$ cat src/rtl/mdu_seq_pkg.sv
// mdu_seq_pkg: op-code encodings, sequencer state and helpers shared by the MDU
// sequencer, its datapath and the control unit.
`default_nettype none
package mdu_seq_pkg;

    localparam int MDU_STEPS = 32;

    typedef enum logic [2:0] {
        MDU_NONE  = 3'b000,
        MDU_MULT  = 3'b001,
        MDU_MULTU = 3'b010,
        MDU_DIV   = 3'b011,
        MDU_DIVU  = 3'b100,
        MDU_MTHI  = 3'b101,
        MDU_MTLO  = 3'b110,
        MDU_RSVD  = 3'b111
    } mdu_op_t;

    typedef enum logic [1:0] {
        ST_IDLE = 2'd0,
        ST_CALC = 2'd1,
        ST_FIX  = 2'd2,
        ST_DONE = 2'd3
    } state_t;

    function automatic logic mdu_is_iter(input logic [2:0] op);
        return (op == MDU_MULT) || (op == MDU_MULTU) || (op == MDU_DIV) || (op == MDU_DIVU);
    endfunction

    function automatic logic mdu_is_div(input logic [2:0] op);
        return (op == MDU_DIV) || (op == MDU_DIVU);
    endfunction

    function automatic logic mdu_is_signed(input logic [2:0] op);
        return (op == MDU_MULT) || (op == MDU_DIV);
    endfunction

    // 0x80000000 maps to itself, which is the correct unsigned magnitude.
    function automatic logic [31:0] mdu_mag(input logic [31:0] v, input logic sgn);
        return (sgn && v[31]) ? (-v) : v;
    endfunction

endpackage
`default_nettype wire

$ cat src/rtl/mdu_datapath.sv
// mdu_datapath: 64-bit shift register, shared 33-bit add/subtract step, sign fix-up
// and the architectural HI/LO registers, driven by strobes from mdu_seq.
`default_nettype none
module mdu_datapath
    import mdu_seq_pkg::*;
(
    input  logic        clk,
    input  logic        rst,
    input  logic        load_i,
    input  logic        step_i,
    input  logic        fix_i,
    input  logic        mthi_i,
    input  logic        mtlo_i,
    input  logic [2:0]  op_i,
    input  logic [31:0] a_i,
    input  logic [31:0] b_i,
    output logic [31:0] hi_o,
    output logic [31:0] lo_o
);

    logic [63:0] sr_q;
    logic [31:0] opnd_q;
    logic        is_div_q;
    logic        is_sgn_q;
    logic        sa_q;
    logic        sb_q;
    logic        dvz_q;
    logic [31:0] hi_q;
    logic [31:0] lo_q;

    logic        w_sgn;
    logic [31:0] w_mag_a;
    logic [31:0] w_mag_b;
    logic [32:0] w_rem_sh;
    logic [33:0] w_opa;
    logic [33:0] w_opb;
    logic [33:0] w_sum;
    logic [63:0] w_step;
    logic        w_neg;
    logic [63:0] w_prod;
    logic [31:0] w_quo;
    logic [31:0] w_rem;
    logic [31:0] w_fix_hi;
    logic [31:0] w_fix_lo;

    always_comb begin
        w_sgn   = mdu_is_signed(op_i);
        w_mag_a = mdu_mag(a_i, w_sgn);
        w_mag_b = mdu_mag(b_i, w_sgn);
    end

    // Divide: {rem, quo} shifted left one place feeds the trial subtract; a
    // borrow in bit 33 means the divisor did not fit.
    always_comb begin
        w_rem_sh = sr_q[63:31];
        w_opa    = is_div_q ? {1'b0, w_rem_sh} : {2'b00, sr_q[63:32]};
        w_opb    = (is_div_q || sr_q[0]) ? {2'b00, opnd_q} : 34'd0;
        w_sum    = is_div_q ? (w_opa - w_opb) : (w_opa + w_opb);
        if (is_div_q) begin
            w_step = {(w_sum[33] ? w_rem_sh[31:0] : w_sum[31:0]), sr_q[30:0], ~w_sum[33]};
        end else begin
            w_step = {w_sum[32:0], sr_q[31:1]};
        end
    end

    always_comb begin
        w_neg  = is_sgn_q && (sa_q ^ sb_q);
        w_prod = w_neg ? (-sr_q) : sr_q;
        w_quo  = sr_q[31:0];
        w_rem  = sr_q[63:32];
        if (is_div_q) begin
            // A zero divisor leaves the dividend magnitude in rem; restoring its
            // sign reproduces the raw dividend for HI.
            w_fix_hi = (is_sgn_q && sa_q) ? (-w_rem) : w_rem;
            w_fix_lo = dvz_q ? 32'hFFFF_FFFF : (w_neg ? (-w_quo) : w_quo);
        end else begin
            w_fix_hi = w_prod[63:32];
            w_fix_lo = w_prod[31:0];
        end
    end

    always_ff @(posedge clk or negedge rst) begin
        if (!rst) begin
            sr_q     <= '0;
            opnd_q   <= '0;
            is_div_q <= 1'b0;
            is_sgn_q <= 1'b0;
            sa_q     <= 1'b0;
            sb_q     <= 1'b0;
            dvz_q    <= 1'b0;
        end else if (load_i) begin
            is_div_q <= mdu_is_div(op_i);
            is_sgn_q <= w_sgn;
            sa_q     <= a_i[31];
            sb_q     <= b_i[31];
            dvz_q    <= (b_i == 32'd0);
            if (mdu_is_div(op_i)) begin
                sr_q   <= {32'd0, w_mag_a};
                opnd_q <= w_mag_b;
            end else begin
                sr_q   <= {32'd0, w_mag_b};
                opnd_q <= w_mag_a;
            end
        end else if (step_i) begin
            sr_q <= w_step;
        end
    end

    always_ff @(posedge clk or negedge rst) begin
        if (!rst) begin
            hi_q <= '0;
            lo_q <= '0;
        end else if (fix_i) begin
            hi_q <= w_fix_hi;
            lo_q <= w_fix_lo;
        end else begin
            if (mthi_i) hi_q <= a_i;
            if (mtlo_i) lo_q <= a_i;
        end
    end

    assign hi_o = hi_q;
    assign lo_o = lo_q;

endmodule
`default_nettype wire

$ cat src/rtl/mdu_seq.sv
// mdu_seq: multi-cycle multiply/divide sequencer; stalls the PC from the start
// cycle through FIX and releases it in DONE with HI/LO committed.
`default_nettype none
module mdu_seq
    import mdu_seq_pkg::*;
#(
    parameter int STEPS = MDU_STEPS
) (
    input  logic        clk,
    input  logic        rst,
    input  logic [2:0]  mduc,
    input  logic [31:0] a,
    input  logic [31:0] b,
    output logic [31:0] hi,
    output logic [31:0] lo,
    output logic        busy,
    output logic        pc_ena
);

    localparam int CW = $clog2(STEPS + 1);

    state_t          state_q;
    state_t          state_d;
    logic [CW-1:0]   cnt_q;
    logic [CW-1:0]   cnt_d;
    logic            load;
    logic            step;
    logic            fix;
    logic            mthi;
    logic            mtlo;
    logic            busy_d;
    logic            pc_ena_d;

    always_comb begin
        state_d  = state_q;
        cnt_d    = cnt_q;
        load     = 1'b0;
        step     = 1'b0;
        fix      = 1'b0;
        mthi     = 1'b0;
        mtlo     = 1'b0;
        busy_d   = 1'b0;
        pc_ena_d = 1'b1;
        case (state_q)
            ST_IDLE: begin
                if (mdu_is_iter(mduc)) begin
                    load     = 1'b1;
                    busy_d   = 1'b1;
                    pc_ena_d = 1'b0;
                    cnt_d    = '0;
                    state_d  = ST_CALC;
                end else begin
                    mthi = (mduc == MDU_MTHI);
                    mtlo = (mduc == MDU_MTLO);
                end
            end
            ST_CALC: begin
                step     = 1'b1;
                busy_d   = 1'b1;
                pc_ena_d = 1'b0;
                cnt_d    = cnt_q + 1'b1;
                if (cnt_q == CW'(STEPS - 1)) state_d = ST_FIX;
            end
            ST_FIX: begin
                fix      = 1'b1;
                busy_d   = 1'b1;
                pc_ena_d = 1'b0;
                state_d  = ST_DONE;
            end
            ST_DONE: begin
                // The stalled instruction is still on mduc here and must not restart.
                busy_d  = 1'b1;
                state_d = ST_IDLE;
            end
            default: state_d = ST_IDLE;
        endcase
    end

    always_ff @(posedge clk or negedge rst) begin
        if (!rst) begin
            state_q <= ST_IDLE;
            cnt_q   <= '0;
        end else begin
            state_q <= state_d;
            cnt_q   <= cnt_d;
        end
    end

    // Reset must release the PC immediately, even with an iterative op on mduc.
    assign busy   = busy_d & rst;
    assign pc_ena = pc_ena_d | ~rst;

    mdu_datapath u_dp (
        .clk    (clk),
        .rst    (rst),
        .load_i (load),
        .step_i (step),
        .fix_i  (fix),
        .mthi_i (mthi),
        .mtlo_i (mtlo),
        .op_i   (mduc),
        .a_i    (a),
        .b_i    (b),
        .hi_o   (hi),
        .lo_o   (lo)
    );

endmodule
`default_nettype wire
$ cat config.mk
export PLATFORM = sky130hd
export DESIGN_NAME = mdu_seq
export DESIGN_NICKNAME = d
export VERILOG_FILES = /design/src/rtl/mdu_seq_pkg.sv /design/src/rtl/mdu_datapath.sv /design/src/rtl/mdu_seq.sv
export SDC_FILE = /design/constraint.sdc
export NUM_CORES = 1
export LEC_CHECK = 0
export BUFFER_PORTS_ARGS = -buffer_cell sky130_fd_sc_hd__buf_2
export CELL_PAD_IN_SITES_DETAIL_PLACEMENT = 1
export CELL_PAD_IN_SITES_GLOBAL_PLACEMENT = 1
export CORE_MARGIN = 4
export CORE_UTILIZATION = 42
export CTS_BUF_LIST = sky130_fd_sc_hd__clkbuf_4 sky130_fd_sc_hd__clkbuf_8 sky130_fd_sc_hd__clkbuf_16
export CTS_CLUSTER_SIZE = 8
export DETAILED_ROUTE_END_ITERATION = 6
export PLACE_DENSITY = 0.77
export SLEW_MARGIN = 20
export SYNTH_ARGS = -nofsm -noshare
export SYNTH_HDL_FRONTEND = slang
export SYNTH_SLANG_ARGS = --single-unit
$ cat constraint.sdc
create_clock -name clk -period 4.9 [get_ports clk]
set_clock_uncertainty 0.05 [all_clocks]
set_input_delay 0.98 -clock clk [delete_from_list [all_inputs] [get_ports clk]]
set_output_delay 0.98 -clock clk [all_outputs]
set_load 0.005 [all_outputs]
== Yosys cells after proc, flatten, opt, wreduce, memory -nomap -nowiden ==
Index checks and enable logic that the tools add are counted.

* Bitwise logic cells: 5
* $add $sub $neg: 8
* Equal/unequal tests: 12
* Div/mod/pow operators: 0
* Shift-type cells: 0
* $mul: 0
* Order comparisons: 0
* Mux-type cells: 37
* Reductions and logical operators: 20

{| class="wikitable"
|+ Operators with widths
! kind !! number
|-
| $mux W32 || 15
|-
| $mux W64 || 4
|-
| $neg A32 Y32 || 4
|-
| $neg A64 Y64 || 1
|-
| $add A34 B34 Y34 || 1
|-
| $mux W34 || 1
|-
| $sub A34 B34 Y34 || 1
|-
| $mux W33 || 1
|-
| $logic_not A32 Y1 || 1
|-
| $pmux W6 S2 || 1
|-
| $eq A3 B3 Y1 const B || 3
|-
| $mux W1 || 9
|-
| $pmux W2 S4 || 1
|-
| $reduce_bool A2 Y1 || 4
|-
| $add A6 B1 Y6 const B || 1
|-
| $eq A3 B2 Y1 const B || 2
|-
| $eq A6 B5 Y1 const B || 1
|-
| $logic_or A1 B1 Y1 || 6
|-
| $mux W6 || 1
|-
| $eq A2 B2 Y1 const B || 2
|-
| $logic_and A1 B1 Y1 || 4
|-
| $mux W2 || 2
|-
| $ne A2 B2 Y1 const B || 2
|-
| $pmux W1 S2 || 2
|-
| other kinds (10) || 12
|}

* Input port bits: 69
* Memories kept: 0
* Memory bits (read-only): 0
* Word-level logic and storage cells: 93
* Flip-flop bits (word level): 173
* Output and inout port bits: 66
* RAM bits: 0
* Latch bits: 0

== Longest topological paths before layout ==
Gate-level depths: netlist of run 1.

* Depth in word-level cells: 8
* Mapped depth: 22
* Mapped depth without buffers: 20

== Modules after synthesis ==
A second synthesis of run 1 with hierarchy kept.

* Cell total of the unflattened synthesis: 1922
* Area, all modules: 15269.6 µm²

{| class="wikitable"
|+ Modules (own cells, without submodules)
! module !! seq. area each (µm²) !! cells each !! times used !! area each (µm²)
|-
| mdu_datapath || 4129.0 || 1866 || 1 || 14727.9
|-
| mdu_seq || 200.2 || 56 || 1 || 541.8
|}

== Worst setup path before layout of run 1 ==
Ideal clock, no wire load.

* Path type: reg2reg
* Start: register u_dp.opnd_q[2]
* End: register u_dp.sr_q[58]
* Setup time: 122 ps
* Data arrival time: 4661 ps
* Path buffers: 1
* Cell stages (with the launch flop): 21
* Period minus slack after synthesis: 4833 ps
* Path slack: 67 ps
* Data required time: 4728 ps
* Cells stage by stage: dfrtp_1 -> nor3_2 -> nand4_1 -> or3_1 -> o31a_1 -> o21bai_1 -> nor2_1 -> a211oi_1 -> a31o_2 -> a22oi_1 -> ha_1 -> and4_1 -> nand2_1 -> or4_1 -> a311o_1 -> a31oi_4 -> o2bb2ai_4 -> buf_6 -> nand2_1 -> o211ai_1 -> a32o_1

* Cells in the longest elaborated chain, start to end: 7
* Elaborated cells between the ends (all ways): 8
* Classes of those cells: add/sub (2); mux (6)

{| class="wikitable"
|+ RTL lines
! element !! line !! text
|-
| start: declaration || mdu_datapath.sv:22 || <nowiki>logic [31:0] opnd_q;</nowiki>
|-
| start signal: assignment || mdu_datapath.sv:99 || <nowiki>opnd_q <= w_mag_b;</nowiki>
|-
| start signal: assignment || mdu_datapath.sv:102 || <nowiki>opnd_q <= w_mag_a;</nowiki>
|-
| $mux W32 (*) || mdu_datapath.sv:57 || <nowiki>w_opb = (is_div_q || sr_q[0]) ? {2'b00, opnd_q} : 34'd0;</nowiki>
|-
| $add A34 B34 Y34 / $sub A34 B34 Y34 (equally long branches) || mdu_datapath.sv:58 || <nowiki>w_sum = is_div_q ? (w_opa - w_opb) : (w_opa + w_opb);</nowiki>
|-
| $mux W34 (*) || mdu_datapath.sv:58 ||
|-
| $mux W32 || mdu_datapath.sv:60 || <nowiki>w_step = {(w_sum[33] ? w_rem_sh[31:0] : w_sum[31:0]), sr_q[30:0], ~w_sum[33]};</nowiki>
|-
| $mux W64 (*) || mdu_datapath.sv:59 || <nowiki>if (is_div_q) begin</nowiki>
|-
| $mux W64 (*) || mdu_datapath.sv:104 || <nowiki>end else if (step_i) begin</nowiki>
|-
| $mux W64 (*) || mdu_datapath.sv:91 || <nowiki>end else if (load_i) begin</nowiki>
|-
| end signal: assignment || mdu_datapath.sv:98 || <nowiki>sr_q <= {32'd0, w_mag_a};</nowiki>
|-
| end signal: assignment || mdu_datapath.sv:101 || <nowiki>sr_q <= {32'd0, w_mag_b};</nowiki>
|-
| end signal: assignment || mdu_datapath.sv:105 || <nowiki>sr_q <= w_step;</nowiki>
|-
| end: declaration || mdu_datapath.sv:21 || <nowiki>logic [63:0] sr_q;</nowiki>
|}

Every way passes the cells marked *; elsewhere a longest branch is shown, timed or not. The select of a mux whose other input is x is not followed.
A chain may end at the register's enable or synchronous reset.

== Worst setup path after layout of run 1 ==
* Start: register u_dp.opnd_q[2]
* End: register u_dp.sr_q[34]

The elaborated chain is that of the path after synthesis.

==> metrics.csv, run 1 <==
stage,metric,value,unit
logic_synthesis,synth_common_cells,"197 x a21oi_1, 193 x nand2_1, 173 x dfrtp_1",
sta,period_needed,5020,ps
pwr,leakagePower,7.61,nW
floorplan,die_area,38200,µm²
logic_synthesis,yosysSeqAreaShare,0.293,
sta,fin_crit_sh,1.02,
cells_and_area,area_growth,17.2,%
logic_synthesis,async_flop_share,1.00,
sta,hold_violations,0,
cts,clockBufferDepth,2,
logic_synthesis,yosysWarnings,0,
routing,vias,15600,
cts,h-tree-depth,4,
setup_path,required,5190,ps
setup_path,path_max_fanout,6,
floorplan,die_x,195,µm
grt,grt_max_degree,173,
routing,ant_nets,0,
logic_synthesis,ys_seq_elements,173,
cts,clock_sinks,173,
grt,grt_pass1_vias,15500,
floorplan,core.rowCount,68,
placement,io_buffers,134,
placement,gp_congestion,0.976,
routing,drtIter0Drc,1154,
routing,vias_per_cell,6.36,
sta,worst_slack,-122,ps
routing,drt-wirelength-per-cell,24.4,µm
placement,dpl.cell_count,2403,
sta,setup_viol,8,
cells_and_area,antenna_cells,0,
logic_synthesis,netlist.area_leader.share,0.293,
cts,cts_root_buffer,clkbuf_16,
cts,clk_pin_slew,70,ps
floorplan,io_pins,135,
floorplan,start_util,0.426,
grt,grt.overflow.total,0,
floorplan,coreArea,34600,µm²
cells_and_area,final_cells,2450,
logic_synthesis,syn-num-nets,1947,
cells_and_area,multiInputGateArea,9970,µm²
run_status,violations,negative setup slack,
pwr,worst_ir_drop_vdd,0.479,mV
flow_run,cap_violations,0,
sta,relSlewSlack,0.321,
cells_and_area,seq_area,4330,µm²
logic_synthesis,avgSynthCellArea,8.04,µm²
cells_and_area,nNetsFinal,2095,
min_path,hold_path.class,reg2reg,
setup_path,crit_path_end_kind,register,
grt,grt_pass1_wl,91.5,mm
logic_synthesis,synth_most_common_cell,a21oi_1,
placement,hpwl,44.5,mm
logic_synthesis,syn_inst,1835,
pwr,power.density,921,nW/µm²
logic_synthesis,synth_area_leaders,"dfrtp_1 29%, a21oi_1 6.7%, mux2i_1 5.2%",
logic_synthesis,yosys.area.top_type,dfrtp_1,
grt,grt_use_total,0.303,
routing,wirelength,59.8,mm
grt,antenna_found_initial,1,
sta,rsz0062_at_grt,yes,
logic_synthesis,synth-edff-count,0,
cts,cts_buffers,17,
setup_path,r2r_slack,-120,ps
placement,dp_slack,-118,ps
sta,slew_viol_final,0,
floorplan,die_y,195,µm
sta,fmax,199,MHz
logic_synthesis,synth_area,14800,µm²
run_status,status,"complete, but fails checks",
sta,tightest_slew,1020,ps
setup_path,path_class,reg2reg,
cells_and_area,layout-drive-gt1-share,0.197,
cells_and_area,fill_cells,4246,
routing,first_pass_iters,5,
logic_synthesis,ys.flop_type,dfrtp_1,
cts,clock_latency,450,ps
routing,drcViolationCount,0,
logic_synthesis,ys_types,82,
cts,cts_tree,yes,
setup_path,cp.arrival,5310,ps
setup_path,crit_path_start_kind,register,
[per-stage QoR]
| stage | hold slack [ps] | power (mW) | setup TNS (ps) | instance area, µm² | util |
|---|---|---|---|---|---|
| after floorplan | 389 | 9.98 | 0 | 14800 | - |
| after global placement | 429 | 13.4 | -11.0 | 16400 | 0.473 |
| after detailed placement | 435 | 13.8 | -651 | 16400 | 0.473 |
| after CTS | 451 | 15.4 | 0 | 17100 | 0.493 |
| after global routing | 474 | 17.1 | -5210 | 17300 | 0.499 |
| final | 451 | 15.9 | -332 | 17300 | 0.499 |
[layer usage]
metal	GRT usage	wire length, µm	vias up
li1	-	-	7012
met1	0.414	26000	7847
met2	0.473	26900	619
met3	0.0642	4820	95
met4	0.110	2130	0
met5	0	0	-
[worst paths after layout]
| path | start | to | cells after the start |
|---|---|---|---|
| max | u_dp.opnd_q[2] | u_dp.sr_q[34] | 21 |
| min | u_dp.dvz_q | u_dp.dvz_q | 2 |
| max reg2reg | u_dp.opnd_q[2] | u_dp.sr_q[34] | 21 |
| min reg2reg | u_dp.dvz_q | u_dp.dvz_q | 2 |
| max in group asynchronous | rst | u_dp.hi_o[26] | 2 |
| min in group asynchronous | rst | u_dp.sr_q[15] | 1 |
[power by group]
group	leakage (nW)	switching [mW]	total [mW]	internal, mW
registers	2.08	1.02	3.15	2.13
clock network	0.276	0.637	1.39	0.758
logic	5.25	6.55	11.4	4.82
[registers in the layout (all words and copies together) (netlist names)]
name           count
u_dp.sr_q         64
u_dp.hi_o         32
u_dp.lo_o         32
u_dp.opnd_q       32
cnt_q              6
state_q            2
u_dp.dvz_q         1
u_dp.is_div_q      1
u_dp.is_sgn_q      1
u_dp.sa_q          1
u_dp.sb_q          1
[kinds of logic (layout without fill, tap and decap cells)]
family / count (synthesis) / in the layout / synth area share
adders and majority gates: 43 / 43 / 0.0370
xor gates and xnor gates: 157 / 157 / 0.0932
and+or+nand+nor: 579 / 579 / 0.185
AOI/OAI and AO/OA: 604 / 605 / 0.267
DFF: 173 / 173 / 0.293
muxes: 114 / 114 / 0.0805
buffers and inverters: 165 / 324 / 0.0443
[what timing repair did]
item | CTS | global route
resized for setup | 8 | 46
setup endpoints to repair | 25 | 33
hold buffers | 0 | 0
pin swaps | 10 | 28
gates cloned | 1 | 0
setup buffers | 5 | 10
[critical path, stage by stage, from the launching register on]
cell,delay [ps]
dfrtp_1,410
nor3_4,230
nand4_1,140
or3_4,400
o31a_1,320
o21bai_4,220
buf_6,140
nor2_4,120
nand2_2,70
a31oi_1,170
o21bai_1,110
ha_1,370
nand2_2,60
or4_4,470
a311o_1,400
a31oi_4,240
o2bb2ai_4,170
buf_6,200
buf_4,130
mux2i_1,170
a21oi_1,110
a21o_1,200
[layout make-up]
| cell class | instances | area share |
|---|---|---|
| Sequential cell | 173 | 0.251 |
| Timing Repair Buffer | 264 | 0.100 |
| Clock buffer | 23 | 0.0283 |
| Tap cell | 455 | 0.0329 |
| Clock inverter | 8 | 0.00485 |
| Multi-Input combinational cell | 1498 | 0.577 |
| Inverter | 29 | 0.00630 |
[placed cells by master, fill, tap and decap left out, types with 9 or more instances in the layout]
cell	count
nor3_1	38
a31oi_1	16
o21ai_1	9
and2_1	41
inv_1	29
nor2_1	162
o22ai_1	25
o41ai_1	11
a21o_1	22
a211oi_1	47
buf_6	11
o32a_1	10
a21oi_1	194
nor4_1	20
nand3_1	27
ha_1	39
nor2b_1	16
nand2_1	187
o21ai_0	108
o31ai_1	14
o221ai_1	34
o22a_1	18
xnor2_1	72
buf_2	133
mux2_2	37
mux2i_1	77
buf_4	116
dfrtp_1	172
or3_1	12
xor2_1	84
clkbuf_16	17
nand4_1	13
Power figures use the tool's default switching activity.
==> run 2, diff against run 1 <==
- CORE_MARGIN: 4 -> 2
- SKIP_LAST_GASP: not set -> 1
==> run 2 against run 1 <==
Against the previous run: the run still ends with negative setup slack left; global-route usage rose by 1.4 points; register-to-register slack barely moved; setup slack improved by 14 ps; clock-buffer cell count fell by 5; critical path type unchanged; combinational power barely moved; sequential power barely moved.
==> metrics.csv, run 2 (same netlist as run 1, synthesis figures left out) <==
stage,metric,value,unit
floorplan,io_pins,135,
floorplan,die_area,36700,µm²
setup_path,crit_path_start_kind,register,
grt,use_met1,0.421,
grt,met2_usage,0.518,
run_status,violations,negative setup slack,
routing,wirelength,59.6,mm
floorplan,core.rowCount,68,
setup_path,r2r_cells,21,
setup_path,r2r_slack,-110,ps
placement,dpl.cell_count,2393,
cts,h-tree-depth,4,
grt,grt_pass1_wl,88.9,mm
run_status,status,"complete, but fails checks",
routing,drtIter0Drc,1168,
setup_path,required,5180,ps
cells_and_area,final_cells,2433,
sta,period_needed,5010,ps
cells_and_area,largest_register_ffs,64,
cts,clock_latency,450,ps
setup_path,path_max_fanout,8,
routing,vias_per_cell,6.40,
sta,slew_viol_final,0,
routing,first_pass_iters,6,
min_path,min_from,u_dp.dvz_q,
sta,hold_violations,0,
routing,ant_nets,0,
cts,hold_buffers,0,
routing,drcViolationCount,0,
sta,worst_slack,-108,ps
pwr,clkPwrFrac,0.096,
grt,grt_pass1_vias,15100,
routing,vias,15600,
cts,clockBufferDepth,2,
placement,hpwl,44.0,mm
grt,top_usage_layer,met2,
floorplan,coreArea,34500,µm²
routing,drt-wirelength-per-cell,24.5,µm
cts,clock_sinks,173,
min_path,worstHoldPathCells,2,
min_path,hold_path_end,u_dp.dvz_q,
sta,holdWs,464,ps
flow_run,cap_violations,0,
pwr,combPwrFrac,0.708,
cells_and_area,layout-drive-gt1-share,0.192,
cells_and_area,nNetsFinal,2079,
sta,fin_crit_sh,1.02,
floorplan,die_x,191,µm
setup_path,path_class,reg2reg,
grt,grt.overflow.total,0,
min_path,hold_path.class,reg2reg,
pwr,p_total,16.1,mW
grt,grt_max_degree,172,
sta,rsz0062_at_grt,yes,
floorplan,start_util,0.427,
grt,globalRouteMet3Util,0.0587,
sta,setup_viol,22,
pwr,power.density,929,nW/µm²
placement,dp_slack,-66.4,ps
placement,io_buffers,134,
pwr,seqPwrFrac,0.197,
grt,grt_use_total,0.316,
pwr,switchingPower,8.26,mW
cts,clk_pin_slew,80,ps
sta,fmax,200,MHz
cells_and_area,regMostFlops,u_dp.sr_q,
setup_path,crit_path_end_kind,register,
pwr,leakagePower,7.59,nW
cts,cts_root_buffer,clkbuf_16,
grt,antenna_found_initial,1,
floorplan,die_y,191,µm
cells_and_area,area_growth,17.4,%
cells_and_area,fill_cells,4201,
pwr,worst_ir_drop_vdd,0.433,mV
cts,cts_tree,yes,
sta,fin_setup_tns,-786,ps
setup_path,r2r-end,u_dp.sr_q[42],
pwr,p_int,7.84,mW
cells_and_area,final_common_cell,a21oi_1,
setup_path,r2r-start,u_dp.opnd_q[0],
sta,tightest_slew,1120,ps
placement,gp_congestion,0.929,
pwr,switching_share,0.513,
cts,cts_buffers,17,
sta,relSlewSlack,0.246,
setup_path,cp.arrival,5290,ps
cells_and_area,final_cell_mix,"196 x a21oi_1, 190 x nand2_1, 172 x dfrtp_1",
[run 2: timing repair]
action                     in CTS  in global routing
setup endpoints to repair      13                 33
hold endpoints to repair        0                  0
pin swaps                       2                 35
gates resized for setup         3                 46
buffers inserted                0                  7
cloned                          0                  3
[run 2: cell type report]
class | instances | area, µm² | share of cell area
clock buffer | 18 | 439 | 0.0253
sequential | 173 | 4330 | 0.250
multi-input combinational | 1498 | 10000 | 0.579
clock inverter | 11 | 190 | 0.0110
inverter | 29 | 109 | 0.00628
antenna | 1 | 2.50 | 0.000144
tap | 455 | 569 | 0.0328
timing repair buffer | 248 | 1650 | 0.0949
[run 2: per-stage QoR]
step,area [µm²],utilization
2_1_floorplan,14800,-
3_3_place_gp,16300,0.473
3_5_place_dp,16300,0.473
4_1_cts,17000,0.491
5_1_grt,17300,0.502
6_report,17300,0.502
[run 2: power by group through the flow]
stage / combinational (mW) / sequential [mW] / clock, mW
global route: 12.4 / 3.22 / 1.61
global placement: 10.3 / 3.06 / 0
finish: 11.4 / 3.17 / 1.54
CTS: 10.7 / 3.09 / 1.54
floorplan: 7.32 / 2.66 / 0
detailed placement: 10.6 / 3.11 / 0
[run 2: how the worst max path moves through the flow]
| stage | from | endpoint | slack [ps] | cells after the start |
|---|---|---|---|---|
| after floorplan | u_dp.opnd_q[2] | u_dp.sr_q[58] | 70 | 20 |
| after global placement | u_dp.opnd_q[2] | u_dp.sr_q[60] | 60 | 20 |
| after detailed placement | u_dp.opnd_q[2] | u_dp.sr_q[60] | -70 | 20 |
| after CTS | u_dp.opnd_q[2] | u_dp.sr_q[42] | -2 | 22 |
| after global routing | u_dp.opnd_q[0] | u_dp.sr_q[55] | -290 | 21 |
| final | u_dp.opnd_q[0] | u_dp.sr_q[42] | -110 | 21 |
[run 2: layer usage]
metal / wire (µm) / share of wire
met1: 25500 / 0.43
met2: 27500 / 0.46
met3: 4770 / 0.080
met4: 1870 / 0.031
met5: 0 / 0
[run 2: worst max-delay path: stages, from the launching register on]
cell and delay, ps:
dfrtp_1 420, nor3_2 230, nand4_1 160, or3_4 400, o31a_1 320, o21bai_4 210, buf_6 160, nor2_4 110
nand2_2 100, a31oi_4 170, o21bai_1 80, ha_1 350, nand2_1 80, or4_4 480, a311o_1 410, a31oi_4 200
o2bb2ai_4 100, buf_12 180, buf_12 150, mux2i_1 160, nand2_1 90, a32o_1 270
